--- config.mk ---
export PLATFORM = sky130hd
export DESIGN_NAME = sc_stream_collector
export DESIGN_NICKNAME = d
export VERILOG_FILES = /design/src/rtl/sc_stream_collector.sv
export SDC_FILE = /design/constraint.sdc
export NUM_CORES = 1
export LEC_CHECK = 0
export BUFFER_PORTS_ARGS = -buffer_cell sky130_fd_sc_hd__buf_2
export CORE_ASPECT_RATIO = 2
export CORE_UTILIZATION = 45
export CTS_CLUSTER_DIAMETER = 60
export DETAILED_ROUTE_END_ITERATION = 10
export GPL_ROUTABILITY_DRIVEN = 0
export GPL_TIMING_DRIVEN = 0
export PLACE_DENSITY = 0.67
export SLEW_MARGIN = 0
export SYNTH_ARGS = -nofsm -noshare
export SYNTH_HDL_FRONTEND = slang
export SYNTH_SLANG_ARGS = --single-unit
--- constraint.sdc ---
create_clock -name clk -period 2 [get_ports clk]
set_clock_uncertainty 0.15 [all_clocks]
set_input_delay 0.4 -clock clk [delete_from_list [all_inputs] [get_ports clk]]
set_output_delay 0.4 -clock clk [all_outputs]
set_load 0.02 [all_outputs]
--- src/rtl/sc_stream_collector.sv ---
`default_nettype none
// ============================================================================
//  Module      : sc_stream_collector
//  Description : Collects a batch of stochastic bitstreams into binary counts.
//                Each of the BATCH_SIZE x OUTPUT_FEATURES result elements gets
//                one bit per accepted sample. The number of ones is counted
//                over STREAM_LENGTH accepted samples, and then the counts are
//                presented with a valid/ready handshake.
//
//  Ports
//    clk           : single rising-edge clock
//    rst           : synchronous active-high reset
//    start         : begin a new collection (honoured only in IDLE)
//    inputStreams  : one stochastic bit per element; bit i*O+j is element (i,j)
//    inputWriteEn  : inputStreams carries a valid sample this cycle
//    outputCounts  : count of element k at [k*COUNT_WIDTH +: COUNT_WIDTH]
//    outputValid   : outputCounts is complete and stable (state DONE)
//    outputReady   : consumer accepts outputCounts
//    busy          : collection in progress (state ACCUM)
//
//  Revision    : 1.0 - initial release
// ============================================================================
module sc_stream_collector #(
    parameter  int BATCH_SIZE      = 4,
    parameter  int OUTPUT_FEATURES = 4,
    parameter  int STREAM_LENGTH   = 256,
    // One extra bit so a full count of STREAM_LENGTH fits.
    localparam int COUNT_WIDTH     = $clog2(STREAM_LENGTH) + 1
) (
    input  logic                                               clk,
    input  logic                                               rst,
    input  logic                                               start,
    input  logic [BATCH_SIZE*OUTPUT_FEATURES-1:0]              inputStreams,
    input  logic                                               inputWriteEn,
    output logic [BATCH_SIZE*OUTPUT_FEATURES*COUNT_WIDTH-1:0]  outputCounts,
    output logic                                               outputValid,
    input  logic                                               outputReady,
    output logic                                               busy
);

    localparam int                   c_NUM_ELEM = BATCH_SIZE * OUTPUT_FEATURES;
    localparam logic [COUNT_WIDTH-1:0] c_LAST_SAMPLE = COUNT_WIDTH'(STREAM_LENGTH - 1);
    localparam logic [COUNT_WIDTH-1:0] c_ONE         = COUNT_WIDTH'(1);

    typedef enum logic [1:0] {
        S_IDLE  = 2'd0,
        S_ACCUM = 2'd1,
        S_DONE  = 2'd2
    } state_t;

    state_t                                  r_state;
    // Packed so that element k lands directly at [k*COUNT_WIDTH +: COUNT_WIDTH].
    logic [c_NUM_ELEM-1:0][COUNT_WIDTH-1:0]  r_counts;
    logic [COUNT_WIDTH-1:0]                  r_samples;
    logic                                    r_valid;
    logic                                    r_busy;

    always_ff @(posedge clk) begin
        if (rst) begin
            r_state   <= S_IDLE;
            r_counts  <= '0;
            r_samples <= '0;
            r_valid   <= 1'b0;
            r_busy    <= 1'b0;
        end else begin
            case (r_state)
                S_IDLE: begin
                    // The start cycle only clears; its inputStreams is not a sample.
                    if (start) begin
                        r_counts  <= '0;
                        r_samples <= '0;
                        r_busy    <= 1'b1;
                        r_state   <= S_ACCUM;
                    end
                end

                S_ACCUM: begin
                    if (inputWriteEn) begin
                        for (int k = 0; k < c_NUM_ELEM; k++) begin
                            r_counts[k] <= r_counts[k] + COUNT_WIDTH'(inputStreams[k]);
                        end
                        r_samples <= r_samples + c_ONE;
                        // r_samples still holds the pre-increment value, so this
                        // is the STREAM_LENGTH-th accepted sample.
                        if (r_samples == c_LAST_SAMPLE) begin
                            r_busy  <= 1'b0;
                            r_valid <= 1'b1;
                            r_state <= S_DONE;
                        end
                    end
                end

                S_DONE: begin
                    // Counts stay frozen here; they also persist through IDLE
                    // until the next start clears them.
                    if (outputReady) begin
                        r_valid <= 1'b0;
                        r_state <= S_IDLE;
                    end
                end

                default: begin
                    r_valid <= 1'b0;
                    r_busy  <= 1'b0;
                    r_state <= S_IDLE;
                end
            endcase
        end
    end

    assign outputCounts = r_counts;
    assign outputValid  = r_valid;
    assign busy         = r_busy;

endmodule
`default_nettype wire

==> results.sh <==
export IMPL_drt_vias_per_instance=6.45
export IMPL_start_util_pct=45.9
export IMPL_synth_async_reset_ratio_pct=0
export IMPL_grt_pass1_wl_mm=42.3
export IMPL_power_density_nw_per_um2=702
export IMPL_synth_top_area_share_pct=39.8
export IMPL_min_period_ns=1.98
export IMPL_holdWs_ns=0.0987
export IMPL_ir_drop_mv=0.566
export IMPL_layout_commonest_cell="buf_2"
export IMPL_clkSinkCount=157
export IMPL_yosysUniqueCellTypes=31
export IMPL_clockBufferDepth=2
export IMPL_synth_edf_count=0
export IMPL_yosysWarnings=0
export IMPL_synth_top_cell_by_area="dfxtp_1"
export IMPL_wl_per_cell_um=21.2
export IMPL_synth_cells=876
export IMPL_holdBufCountCts=0
export IMPL_hold_path_class="in -> reg"
export IMPL_swShare_pct=26.7
export IMPL_ys_flop_type="dfxtp_1"
export IMPL_drv_slew=0
export IMPL_portBuffers=166
export IMPL_core_um2=17200
export IMPL_fill_cells=1653
export IMPL_grt_ovfl_total=0
export IMPL_final_cell_mix="buf_2 (169), dfxtp_1 (156), a21oi_1 (118), o31ai_1 (66), or4_1 (66)"
export IMPL_grt_pass1_vias=7735
export IMPL_p_sw_mw=1.83
export IMPL_setup_violations_final=0
export IMPL_drive_gt1_share_pct=26.9
export IMPL_detail_route_antenna_nets=0
export IMPL_cpMaxStageDelayCell="nand4b_1"
export IMPL_cts_tree="done"
export IMPL_finalHoldViolations=0
export IMPL_antenna_found_initial=0
export IMPL_io_pin_count=167
export IMPL_rsz0062_at_grt="yes"
export IMPL_via_count=8347
export IMPL_post_route_period_util_pct=99.0
export IMPL_num_nets_final=1127
export IMPL_yosysSeqAreaShare_pct=39.8
export IMPL_fp_dieH_um=189
export IMPL_worstPathRequired_ns=2.22
export IMPL_stdcell_area_um2=9740
export IMPL_status="finished clean"
export IMPL_share_seq_of_total_power_pct=46.1
export IMPL_crit_fanout=10
export IMPL_htree_levels=4
export IMPL_cts_root_buf="clkbuf_16"
export IMPL_worst_pin_slew_ns=0.662
export IMPL_syn_to_final_growth_pct=23.5
export IMPL_grt_usage_pct=30.7
export IMPL_n_antenna_cell=0
export IMPL_grt_max_degree=17
export IMPL_cp_arrival_ns=2.20
export IMPL_clock_fmax_mhz=505
export IMPL_synth_seq_cells=157
export IMPL_clockPowerShare_pct=45.8
export IMPL_path_buf_inv=2
export IMPL_dpl_hpwl_mm=20.1
export IMPL_dr_first_iter_drc_count=592
export IMPL_avgSynthCellArea_um2=9.01
export IMPL_cp_cell_sequence="clkbuf_2, nand4b_1, buf_4, or3_1, a21oi_1"
export IMPL_die_x_um=95.6
export IMPL_dr_pass1_iters=5
export IMPL_syn_area_um2=7890
export IMPL_intPower_mw=5.01
export IMPL_clkTransAtPathRegs_ns=0.07
export IMPL_yosys_top_cells_area="dfxtp_1 (40%), a21oi_1 (7.5%), or4_1 (6.4%)"
export IMPL_end_kind="flip-flop"
export IMPL_synth_net_count=931
export IMPL_combPwrFrac_pct=8.0
export IMPL_power_mw=6.84
export IMPL_worstSetupStartpointType="flip-flop"
export IMPL_placementRows=68
export IMPL_placed_area_um2=8980
export IMPL_dieArea_um2=18100
export IMPL_drc=0
export IMPL_relSlewSlack_pct=55.9
export IMPL_numCtsBuffers=17
export IMPL_cp_top_family="simple AND/OR/NAND/NOR gates"
export IMPL_wl_mm=27.5
export IMPL_insertion_delay_ns=0.44
export IMPL_critical_path_max_stage_delay_ns=0.43
export IMPL_drv_cap=0
export IMPL_leakagePower_nw=3.57
export IMPL_worstSetupPathType="reg -> reg"
export IMPL_final_util_pct=56.7
[registers in the layout, summed over array words and instances, names as in the netlist]
| signal | cells |
|---|---|
| r_samples | 9 |
| outputCounts | 144 |
| outputValid | 1 |
| busy | 1 |
| r_state | 2 |
[per-stage QoR]
stage	TNS [ns]	std cells	setup WS [ns]
2_1_floorplan	0	876	0.241
3_3_place_gp	-35.61	1252	-0.609
3_5_place_dp	-39.38	1252	-0.641
4_1_cts	-0.288	1286	-0.0295
5_1_grt	-0.0107	1295	-0.00447
6_report	0	1295	0.0192
[power groups by stage]
stage               Clock, mW  Combinational, mW  Sequential [mW]
detailed placement          0              0.512             3.23
global route             3.25              0.579             3.16
finish                   3.14              0.550             3.16
global placement            0              0.506             3.23
CTS                      3.16              0.526             3.16
floorplan                   0              0.279             3.24
[synthesized netlist by cell type (13+ instances only)]
cell type,number
nand3_1,43
nand4b_1,52
nand2_1,37
a21oi_1,118
nand3b_1,31
nor4_1,14
inv_1,21
mux2i_1,20
nor3b_1,17
o221a_2,17
nand4_1,22
or4_1,67
o21ai_0,51
ha_1,34
buf_2,16
o31ai_1,66
clkbuf_1,49
dfxtp_1,157
or3_1,13
[what timing repair did]
action                                  CTS  global route
setup buffers                             2             9
endpoints found under the setup margin  142           134
resized for setup                        27            50
[cells by family (layout without fill, tap and decap cells)]
group	Yosys count	after routing	share of synthesized area (%)
and+or+nand+nor	310	310	26.6
buffers and inverters	96	305	5.49
muxes	20	20	2.54
adders and majority gates	34	34	5.39
DFF	157	157	39.8
AOI/OAI and AO/OA	259	259	20.1
[final timing paths]
check                            from                             to  depth (start not counted)  slack, ns
min                       outputReady        r_state[1]$_SDFFE_PP0P_                          4        0.1
max reg2reg   r_state[1]$_SDFFE_PP0P_  outputCounts[57]$_SDFFE_PP0P_                          5       0.02
min reg2reg  outputValid$_SDFFE_PP0P_       outputValid$_SDFFE_PP0P_                          2       0.32
max           r_state[1]$_SDFFE_PP0P_  outputCounts[57]$_SDFFE_PP0P_                          5       0.02
[cell type report]
type	instances	area (µm²)	share of cell area, %
repair buffers	177	913	9.38
inverters	21	78.8	0.809
clock inverters	12	118	1.21
well taps	210	263	2.70
clock buffers	20	437	4.48
multi-input cells	623	4350	44.6
flip-flops and latches	157	3140	32.3
plain buffers	75	443	4.55
[worst reg2reg max path, stage by stage, from the launching register on]
cell and delay [ns]:
dfxtp_2 0.39, clkbuf_2 0.25, nand4b_1 0.44, buf_4 0.26, or3_1 0.30, a21oi_1 0.14
[metal layers]
metal / share of wire, % / GRT usage (%) / vias to the layer above
met5: 0 / 0 / -
met4: 5.1 / 17.1 / 0
met3: 5.8 / 5.14 / 85
met2: 51 / 52.1 / 377
met1: 38 / 35.5 / 4052
li1: - / - / 3833
Power figures use the tool's default switching activity.
